File: src/rtl/jtframe_rom_bridge.sv
// rtl/jtframe_rom_bridge.sv - byte-wide CPU ROM reads served from a 2-entry cache of 16-bit SDRAM words
module jtframe_rom_bridge #(
  parameter int AW  = 18,
  parameter int SDW = 16
) (
  input  logic           clk,
  input  logic           rst_n,
  input  logic [AW-1:0]  cpu_addr,
  input  logic           rom_cs,
  input  logic           flush,
  output logic           rom_ok,
  output logic [7:0]     rom_data,
  output logic [AW-2:0]  sdram_addr,
  output logic           sdram_req,
  input  logic           sdram_ack,
  input  logic           sdram_dok,
  input  logic [SDW-1:0] sdram_data
);

  generate
    if (SDW != 16) begin : g_sdw_check
      $error("jtframe_rom_bridge: SDW must be 16");
    end
  endgenerate

  localparam logic [1:0] ST_IDLE = 2'd0;
  localparam logic [1:0] ST_REQ  = 2'd1;
  localparam logic [1:0] ST_WAIT = 2'd2;

  logic [1:0]     state_q, state_d;
  logic [1:0]     valid_q, valid_d;
  logic           lru_q, lru_d;
  logic [AW-2:0]  addr_q, addr_d;
  logic           req_q, req_d;
  logic           discard_q, discard_d;
  logic [AW-2:0]  tag_q  [2];
  logic [SDW-1:0] data_q [2];

  logic [AW-2:0]  cpu_word;
  logic           hit0, hit1, hit;
  logic [SDW-1:0] sel_word;
  logic           done, fill;

  assign cpu_word = cpu_addr[AW-1:1];
  assign hit0     = rom_cs && valid_q[0] && (tag_q[0] == cpu_word);
  assign hit1     = rom_cs && valid_q[1] && (tag_q[1] == cpu_word);
  assign hit      = hit0 || hit1;
  assign sel_word = hit0 ? data_q[0] : data_q[1];

  assign rom_ok     = hit;
  assign rom_data   = cpu_addr[0] ? sel_word[15:8] : sel_word[7:0];
  assign sdram_addr = addr_q;
  assign sdram_req  = req_q;

  // A fetch completes on dok in WAIT, or on ack+dok together in REQ
  assign done = ((state_q == ST_REQ) && sdram_ack && sdram_dok) ||
                ((state_q == ST_WAIT) && sdram_dok);
  assign fill = done && !discard_q && !flush;

  always_comb begin
    state_d   = state_q;
    addr_d    = addr_q;
    req_d     = req_q;
    discard_d = discard_q;
    valid_d   = valid_q;
    lru_d     = lru_q;

    case (state_q)
      ST_IDLE: begin
        if (rom_cs && !hit && !flush) begin
          addr_d  = cpu_word;
          req_d   = 1'b1;
          state_d = ST_REQ;
        end
      end
      ST_REQ: begin
        if (sdram_ack) begin
          req_d   = 1'b0;
          state_d = sdram_dok ? ST_IDLE : ST_WAIT;
        end
      end
      ST_WAIT: begin
        if (sdram_dok) state_d = ST_IDLE;
      end
      default: begin
        state_d = ST_IDLE;
        req_d   = 1'b0;
      end
    endcase

    if (done)                              discard_d = 1'b0;
    else if (flush && state_q != ST_IDLE)  discard_d = 1'b1;

    if (flush)     valid_d = 2'b00;
    else if (fill) valid_d[lru_q] = 1'b1;

    // Entry 0 wins a double match, so the LRU points at 1 whenever entry 0 hits
    if (fill)             lru_d = ~lru_q;
    else if (!done && hit) lru_d = hit0;
  end

  always_ff @(posedge clk or negedge rst_n) begin
    if (!rst_n) begin
      state_q   <= ST_IDLE;
      valid_q   <= 2'b00;
      lru_q     <= 1'b0;
      addr_q    <= '0;
      req_q     <= 1'b0;
      discard_q <= 1'b0;
    end else begin
      state_q   <= state_d;
      valid_q   <= valid_d;
      lru_q     <= lru_d;
      addr_q    <= addr_d;
      req_q     <= req_d;
      discard_q <= discard_d;
    end
  end

  always_ff @(posedge clk) begin
    if (fill) begin
      tag_q[lru_q]  <= addr_q;
      data_q[lru_q] <= sdram_data;
    end
  end

endmodule

File: config.mk
export PLATFORM = sky130hd
export DESIGN_NAME = jtframe_rom_bridge
export DESIGN_NICKNAME = d
export VERILOG_FILES = /design/src/rtl/jtframe_rom_bridge.sv
export SDC_FILE = /design/constraint.sdc
export NUM_CORES = 1
export LEC_CHECK = 0
export CAP_MARGIN = 20
export CELL_PAD_IN_SITES_DETAIL_PLACEMENT = 1
export CELL_PAD_IN_SITES_GLOBAL_PLACEMENT = 1
export CORE_MARGIN = 2
export CORE_UTILIZATION = 40
export DETAILED_ROUTE_END_ITERATION = 8
export GPL_TIMING_DRIVEN = 0
export PLACE_DENSITY = 0.73
export SKIP_CTS_REPAIR_TIMING = 1
export SYNTH_ARGS = -nofsm -noshare
export SYNTH_HDL_FRONTEND = slang
export SYNTH_SLANG_ARGS = --single-unit
File: constraint.sdc
create_clock -name clk -period 5.1 [get_ports clk]
set_input_delay 0.765 -clock clk [delete_from_list [all_inputs] [get_ports clk]]
set_output_delay 0.765 -clock clk [all_outputs]
set_load 0.01 [all_outputs]
Word level (Yosys, flattened, before mapping) --
Memories as Yosys holds them, arrays and structs flattened. Index checks and enable logic that the tools add are counted.
Operators by class: $lt $le $gt $ge 2, eq/ne operators 7, multiplexer cells 20, bitwise gates (word level) 3, reduce and logical (&&, ||, !) cells 28
Operators with widths (count):
- $eq A17 B17 Y1 | 2
- $mux W16 | 1
- $logic_and A1 B1 Y1 | 14
- $mux W2 | 6
- $mux W1 | 9
- $mux W8 | 1
- $reduce_bool A2 Y1 | 4
- $ne A2 B2 Y1 const B | 3
- $pmux W2 S3 | 1
- $reduce_and A3 Y1 | 2
- $logic_not A1 Y1 | 4
- $pmux W1 S3 | 1
- $eq A2 B1 Y1 const B | 1
- $eq A2 B2 Y1 const B | 1
- $logic_not A2 Y1 | 1
- $logic_or A1 B1 Y1 | 2
- $lt A1 B2 Y1 const B | 1
- $not A1 Y1 | 2
- $or A2 B2 Y2 | 1
- $reduce_and A2 Y1 | 1
- $demux W1 S1 | 1
- $ge A1 B1 Y1 const B | 1
Storage, ports and cells: bits in registers 24, memory bits (writable) 66, output and inout bits 27, logic and storage cells 68, memories 2
Memory list:
- tag_q | depth 2, bits a word 17, read ports 2, clocked after memory_dff 0, wr ports 1, RTL line 36 | logic [AW-2:0] tag_q [2];
- data_q | depth 2, bits a word 16, read ports 2, clocked after memory_dff 0, wr ports 1, RTL line 37 | logic [SDW-1:0] data_q [2];

Logic depth before layout (Yosys ltp) --
Gate-level depths: netlist (run 1).
word-level depth 8, gate-level depth with buffers 7

Least setup slack after synthesis (run 1) --
No wires, ideal clock.
kind input to register, start input port sdram_ack, end memory data_q[0][0], enable pin, setup time 513 ps, arrival time 4376 ps, required time 4587 ps, path slack 211 ps, stages on the path 4, path buffers 0, cell sequence nand2_1 mux2i_1 nand2_1 nor4_1
On the way: word-level cells in the longest chain between the ends 7
Ends and longest elaborated chain:
- start, declared | RTL line 15 | input logic sdram_ack,
- $logic_and A1 B1 Y1 (2 in series) | RTL line 56 | assign done = ((state_q == ST_REQ) && sdram_ack && sdram_dok) ||
- $logic_or A1 B1 Y1 | RTL line 56
- $logic_and A1 B1 Y1 (2 in series) | RTL line 58 | assign fill = done && !discard_q && !flush;
- $mux W1 | RTL line 121 | if (fill) begin
- $mux W1 (not written as such) | RTL line 123 | data_q[lru_q] <= sdram_data;
- end, declared | RTL line 37
No other way between the ends.

Final worst setup path (run 1) --
start input port cpu_addr[7], end output port rom_data[7]
On the way: word-level cells in the longest chain between the ends 4
Ends and longest elaborated chain:
- start, declared | RTL line 8 | input logic [AW-1:0] cpu_addr,
- $eq A17 B17 Y1 | RTL line 45 | assign hit0 = rom_cs && valid_q[0] && (tag_q[0] == cpu_word);
- $logic_and A1 B1 Y1 | RTL line 45
- $mux W16 | RTL line 48 | assign sel_word = hit0 ? data_q[0] : data_q[1];
- $mux W8 | RTL line 51 | assign rom_data = cpu_addr[0] ? sel_word[15:8] : sel_word[7:0];
- end, declared | RTL line 12 | output logic [7:0] rom_data,
No other way between the ends.

==> summary.md, run 1 <==
| Metric | Value |
|---|---|
| Status | `finished clean` |
| Largest net degree at the start of global routing | `35` |
| Die width | `97.6 um` |
| Unrepaired setup endpoints after global routing | `false` |
| Critical-path cell with the highest stage delay | `clkdlybuf4s50_1` |
| Vias in the first global route | `2101` |
| Metal1 wirelength | `3000 um` |
| Post-route clock skew | `0.0112 ns` |
| Ys Warns | `0` |
| PD cells | `368 nW/um^2` |
| P&R area growth vs syn | `30.6%` |
| Htree depth | `3` |
| Die Y | `97.6 um` |
| Placed cells | `367` |
| CTS root buf | `clkbuf_8` |
| Syn nets | `228` |
| Final setup fails | `0` |
| Maximum fanout along the worst path | `10` |
| First-pass GRT wire length | `11200 um` |
| Yosys cell types | `28` |
| Routed wl met2 | `3470 um` |
| Final wirelength | `6800 um` |
| Clk_lat worst skew | `0.34 ns` |
| Gpl congestion | `0.720` |
| Worst hold-check path type | `flop to flop` |
| Slowest cell delay on critical path | `0.50 ns` |
| Setup crit end kind | `output pin` |
| Ratio of cells with drive above 1 in the final layout | `0.185` |
| Leakage | `0.00162 uW` |
| Die footprint | `9520 um^2` |
| Nets | `310` |
| Final std cells w/o fill | `383` |
| Clock Pin Slew Worst Setup and Hold Paths | `0.08 ns` |
| I/O Pins | `67` |
| DR WL met3 | `285 um` |
| DR top layer | `met4` |
| Gr usage total | `0.154` |
| Antenna diodes | `0` |
| GRT overflow | `0` |
| FP Rows | `34` |
| Port bufs | `65` |
| Drt first-iter violations | `54` |
| CTS tree | `done` |
| Via-per-instance ratio | `4.98` |
| Drt wl/cell | `17.7 um` |
| Starting Density | `0.408` |
| Max VDD drop | `0.174 mV` |
| CP cell instances | `clkdlybuf4s50_1 -> xor2_1 -> nor4_1 -> nand3_1 -> nor4_2 -> buf_2 -> mux4_2 -> clkdlybuf4s50_1` |
| Syn Area/Cell | `18.6 um^2` |
| Vias | `1907` |
| Register bit total from synthesis | `90` |
| Post-Syn Area | `3500 um^2` |
| Initial antenna violation count | `0` |
| Post-Synthesis Cells | `188` |
| Slew headroom | `0.297` |
| Max-Cap Viols | `0` |
| Setup crit start kind | `input port` |
| Req. time, crit path | `4.34 ns` |
| Critical path's top delay family | `buffers and inverters` |
| Measured slew at the worst slew-check pin | `1.05 ns` |
| DR DRC count | `0` |
| Crit path arrival time | `3.44 ns` |
| Fmax | `0.238 GHz` |
| Initial DRT Pass Iterations | `4` |
| Slew Limit Fails | `0` |
| Final Worst Setup Slack | `0.891 ns` |
| TritonCTS Buffers | `9` |
| Hold Violations, Final | `0` |
| Clk buf depth | `2` |
| Post-place setup slack | `0.820 ns` |
| DP HPWL | `4930 um` |
| WP buf/inv | `3` |
| Crit-path most repeated cell | `clkdlybuf4s50_1` |
| Fin crit period | `4.21 ns` |
| Sequential share of the synthesized area | `0.737` |
| Tcrit/Tclk final | `0.825` |
| CTS Sinks | `90` |
| DRT antenna net count | `0` |
| Core area | `8590 um^2` |
| WS Path Type | `input port to output pin` |
metal layers:
| layer | up-vias | global-route usage |
|---|---|---|
| met5 | - | 0 |
| met4 | 0 | 0.0481 |
| met3 | 6 | 0.0381 |
| met2 | 54 | 0.257 |
| met1 | 967 | 0.200 |
| li1 | 880 | - |
registers in the layout (all words and copies together), names as in the netlist:
signal / count
data_q: 32
discard_q: 1
lru_q: 1
sdram_addr: 17
sdram_req: 1
state_q: 2
tag_q: 34
valid_q: 2
cells by family (layout without fill, tap and decap cells):
group | Yosys count | after routing | share of synthesized area
flip-flops | 90 | 90 | 0.737
AND/OR/NAND/NOR | 26 | 26 | 0.0446
AO/OA/AOI/OAI | 8 | 8 | 0.0164
buffers and inverters | 4 | 91 | 0.00678
XOR/XNOR | 34 | 34 | 0.0850
multiplexers | 26 | 26 | 0.110
cells in the final DEF (no fill, tap or decap), types with 2 or more instances in the layout:
cell,instances
xnor2_1,8
bufinv_16,2
a21o_1,4
mux4_2,8
mux2_2,16
nand2_1,4
edfxtp_1,66
clkdlybuf4s50_1,65
nand3_1,3
dfrtp_1,24
nor2_1,3
nand4_1,2
nor4_2,3
buf_4,5
clkbuf_1,3
clkbuf_8,10
nor4_1,6
xor2_1,26
worst reg2reg max path, delay by kind of cell, from the launching register on:
kind	cells	cell delay, ns
buf+inv	1	0.28
xor+xnor	1	0.21
simple gates	4	1.13
flops	1	0.39
mux	1	0.35
power breakdown:
part	internal, uW	switching (uW)	leakage, uW	total, uW
Clock	289	228	0.000105	517
Sequential	867	51.0	0.000883	918
Combinational	155	93.1	0.000635	248
area by class of cell:
cell class / count / area [um^2]
clock inverter: 3 / 63.8
inverter: 1 / 3.75
sequential: 90 / 2580
timing repair buffer: 71 / 716
multi-input combinational: 94 / 905
tap: 108 / 135
fill: 827 / 4020
buffer: 3 / 20.0
clock buffer: 13 / 149
synthesized netlist by cell type, drive strengths merged:
cell type,n,share of area
a21o,4,0.0086
a21oi,1,0.0014
a221o,1,0.0029
and2,1,0.0018
buf,3,0.0057
dfrtp,24,0.17
edfxtp,66,0.57
inv,1,0.0011
mux2,17,0.056
mux2i,1,0.0029
mux4,8,0.051
nand2,4,0.0043
nand3,3,0.0043
nand4,2,0.0036
nor2,3,0.0032
nor2b,1,0.0018
nor3,2,0.0043
nor4,9,0.020
o21a,1,0.0021
o21ai,1,0.0014
or2,1,0.0018
xnor2,8,0.020
xor2,26,0.065
worst paths after layout:
kind | start | end | slack [ns] | cells past startpoint
setup / recovery | cpu_addr[7] | rom_data[7] | 0.89 | 8
hold / removal | valid_q[0] | valid_q[0] | 0.48 | 1
setup reg to reg | tag_q[0][9] | sdram_addr[1] | 2.63 | 7
hold reg to reg | valid_q[0] | valid_q[0] | 0.48 | 1
max in group asynchronous | rst_n | sdram_addr[14] | 3.80 | 2
min in group asynchronous | rst_n | sdram_addr[4] | 0.80 | 1
stage by stage:
stage | utilization | cell area (um^2) | total power (uW) | setup TNS [ns] | hold slack, ns
final | 0.532 | 4570 | 1680 | 0 | 0.485
after global routing | 0.532 | 4570 | 1760 | 0 | 0.495
after CTS | 0.532 | 4570 | 1700 | 0 | 0.487
after detailed placement | 0.508 | 4360 | 1190 | 0 | 0.468
after global placement | 0.499 | 4290 | 1170 | -79.23 | 0.461
after floorplan | - | 3500 | 1020 | 0 | 0.450
No activity file was read; power rests on OpenSTA's default activity.
==> run 2, diff against run 1 <==
--- a/config.mk
+++ b/config.mk
@@ -9,10 +9,10 @@
 export CELL_PAD_IN_SITES_DETAIL_PLACEMENT = 1
 export CELL_PAD_IN_SITES_GLOBAL_PLACEMENT = 1
 export CORE_MARGIN = 2
-export CORE_UTILIZATION = 40
+export CORE_UTILIZATION = 39
 export DETAILED_ROUTE_END_ITERATION = 8
 export GPL_TIMING_DRIVEN = 0
-export PLACE_DENSITY = 0.73
+export PLACE_DENSITY = 0.74
 export SKIP_CTS_REPAIR_TIMING = 1
 export SYNTH_ARGS = -nofsm -noshare
 export SYNTH_HDL_FRONTEND = slang
==> constraint.sdc (replaced) <==
create_clock -name clk -period 3.6 [get_ports clk]
set_input_delay 0.54 -clock clk [delete_from_list [all_inputs] [get_ports clk]]
set_output_delay 0.54 -clock clk [all_outputs]
set_load 0.01 [all_outputs]
==> run 2 against run 1 <==
Compared with the run above: clock power grew 41%; die area increased by 2.5%; global-route usage fell by 0.97 points; final area up 1.1%; worst setup slack worse by 0.72 ns.
==> summary.md, run 2 (synthesis results as in run 1) <==
| Metric | Value |
|---|---|
| Req. time, crit path | `3.06 ns (-1.28 ns)` |
| Final wirelength | `6590 um (-3.1%)` |
| Pwr Total | `2380 uW (+42%)` |
| Port bufs | `65 (unchanged)` |
| Slew Limit Fails | `0 (unchanged)` |
| Max-Cap Viols | `0 (unchanged)` |
| Worst hold slack | `0.482 ns (-0.00246 ns)` |
| R2R setup slack | `0.98 ns (-1.65 ns)` |
| DR WL met3 | `353 um (+24%)` |
| Clk_lat worst skew | `0.35 ns (about the same)` |
| Fin crit period | `3.43 ns` |
| Largest Register | `tag_q` |
| Final Worst Setup Slack | `0.168 ns (-0.723 ns)` |
| DR DRC count | `0 (unchanged)` |
| Status | `finished clean` |
| Max VDD drop | `0.295 mV (+70%)` |
| Tcrit/Tclk final | `0.953` |
| Commonest non-fill, non-tap cell in the layout | `edfxtp_1` |
| Die Y | `98.8 um (+1.2%)` |
| Starting Density | `0.402 (-0.00597)` |
| Drt first-iter violations | `47 (-13%)` |
| Vias | `1865 (-2.2%)` |
| WS Path Type | `input port to output pin` |
| Post-route clock skew | `0.0162 ns (+0.00505 ns)` |
| Clock Pin Slew Worst Setup and Hold Paths | `0.08 ns (about the same)` |
| Gpl congestion | `0.709 (-1.5%)` |
| DRT antenna net count | `0 (unchanged)` |
| WP depth | `8 (unchanged)` |
| Routed wl met2 | `3220 um (-7.3%)` |
| Via-per-instance ratio | `4.91 (-1.4%)` |
| DP HPWL | `4640 um (-5.8%)` |
| Maximum fanout along the worst path | `10 (unchanged)` |
| Critical-path cell with the highest stage delay | `clkdlybuf4s50_1` |
| Hold Violations, Final | `0 (unchanged)` |
| R2r endpoint | `sdram_addr[3]` |
| Nets | `308 (-0.65%)` |
| Setup TNS | `0 ns (unchanged)` |
| Ratio of cells with drive above 1 in the final layout | `0.202 (+0.0168)` |
| Die footprint | `9760 um^2 (+2.5%)` |
| Metal1 wirelength | `2950 um (-1.6%)` |
| Setup crit end kind | `output pin` |
| Core area | `8720 um^2 (+1.5%)` |
| CTS root buf | `clkbuf_8` |
| FP Rows | `34 (unchanged)` |
| Vias in the first global route | `2078 (-1.1%)` |
| Gr usage total | `0.144 (-0.00968)` |
| Drt wl/cell | `17.3 um (-2.3%)` |
| CTS tree | `done` |
| Die width | `98.8 um (+1.2%)` |
| Largest register FFs | `34 (unchanged)` |
| Worst hold-check path type | `flop to flop` |
| Htree depth | `3 (unchanged)` |
| TritonCTS Buffers | `9 (unchanged)` |
| Initial DRT Pass Iterations | `4 (unchanged)` |
| Slowest cell delay on critical path | `0.49 ns (about the same)` |
| CTS Sinks | `90 (unchanged)` |
| Initial antenna violation count | `0 (unchanged)` |
| Final setup fails | `0 (unchanged)` |
| PD cells | `516 nW/um^2 (+40%)` |
| Leakage | `0.00163 uW (+0.70%)` |
| Clk buf depth | `2 (unchanged)` |
| Largest net degree at the start of global routing | `35 (unchanged)` |
| CP cell instances | `clkdlybuf4s50_1 -> xor2_1 -> nor4_2 -> nand3_1 -> nor4_4 -> buf_6 -> mux4_2 -> clkdlybuf4s50_1` |
| Crit-path most repeated cell | `clkdlybuf4s50_1` |
| GRT overflow | `0 (unchanged)` |
| Antenna diodes | `0 (unchanged)` |
| DR top layer | `met4` |
| Reg2Reg Depth | `8 (+1)` |
| Crit path to | `rom_data[2]` |
| I/O Pins | `67 (unchanged)` |
| Unrepaired setup endpoints after global routing | `false` |
| Reg2reg start | `tag_q[0][0]` |
| Critical path's top delay family | `buffers and inverters` |
| Post-place setup slack | `-0.227 ns (-1.05 ns)` |
| Measured slew at the worst slew-check pin | `1.04 ns (-0.00830 ns)` |
| Setup crit start | `cpu_addr[7]` |
| Highest-count cells in the layout ignoring fill and taps | `edfxtp_1 (66), clkdlybuf4s50_1 (65), xor2_1 (26)` |
| First-pass GRT wire length | `10700 um (-4.3%)` |
| Crit path arrival time | `2.89 ns (-0.55 ns)` |
| Setup crit start kind | `input port` |
| P&R area growth vs syn | `32.0%` |
| Fmax | `0.291 GHz` |
| WP buf/inv | `3 (unchanged)` |
| Slew headroom | `0.302 (+0.00556)` |
==> run 2: cell types whose count changed in the layout (fill, tap and decap cells not counted), moves of 2 or more <==
cell	before	now
buf_4	5	1
nor4_4	0	3
clkbuf_1	3	0
nor4_1	6	3
buf_6	1	3
==> run 2: per-layer routing <==
metal / global-route usage / vias up
li1: - / 872
met1: 0.195 / 930
met2: 0.233 / 57
met3: 0.0447 / 6
met4: 0.0316 / 0
met5: 0 / -
==> run 2: layout make-up <==
type	instances	area, um^2
flip-flops and latches	90	2580
inverters	1	3.75
clock inverters	6	90.1
well taps	108	135
multi-input cells	94	950
repair buffers	69	712
plain buffers	3	26.3
fillers	801	4100
clock buffers	9	124
==> run 2: power by group <==
group / internal [uW] / leakage [uW] / switching (uW)
combinational: 221 / 0.000646 / 133
clock: 389 / 0.000106 / 338
sequential: 1230 / 0.000883 / 74.3
==> run 2: worst min path at each step <==
stage	start	end	slack, ns	cells after the start
2_1_floorplan	rst_n	discard_q	0.24	0
3_3_place_gp	valid_q[0]	valid_q[0]	0.46	1
3_5_place_dp	sdram_req	sdram_req	0.46	1
4_1_cts	sdram_req	sdram_req	0.48	1
5_1_grt	valid_q[0]	valid_q[0]	0.51	1
6_report	sdram_req	sdram_req	0.48	1
==> run 2: stage by stage <==
step                      instance area [um^2]  cells   util
after CTS                                 4570    379  0.524
after global routing                      4620    380  0.530
after floorplan                           3510    188      -
after global placement                    4300    361  0.493
final                                     4620    380  0.530
after detailed placement                  4360    364  0.500
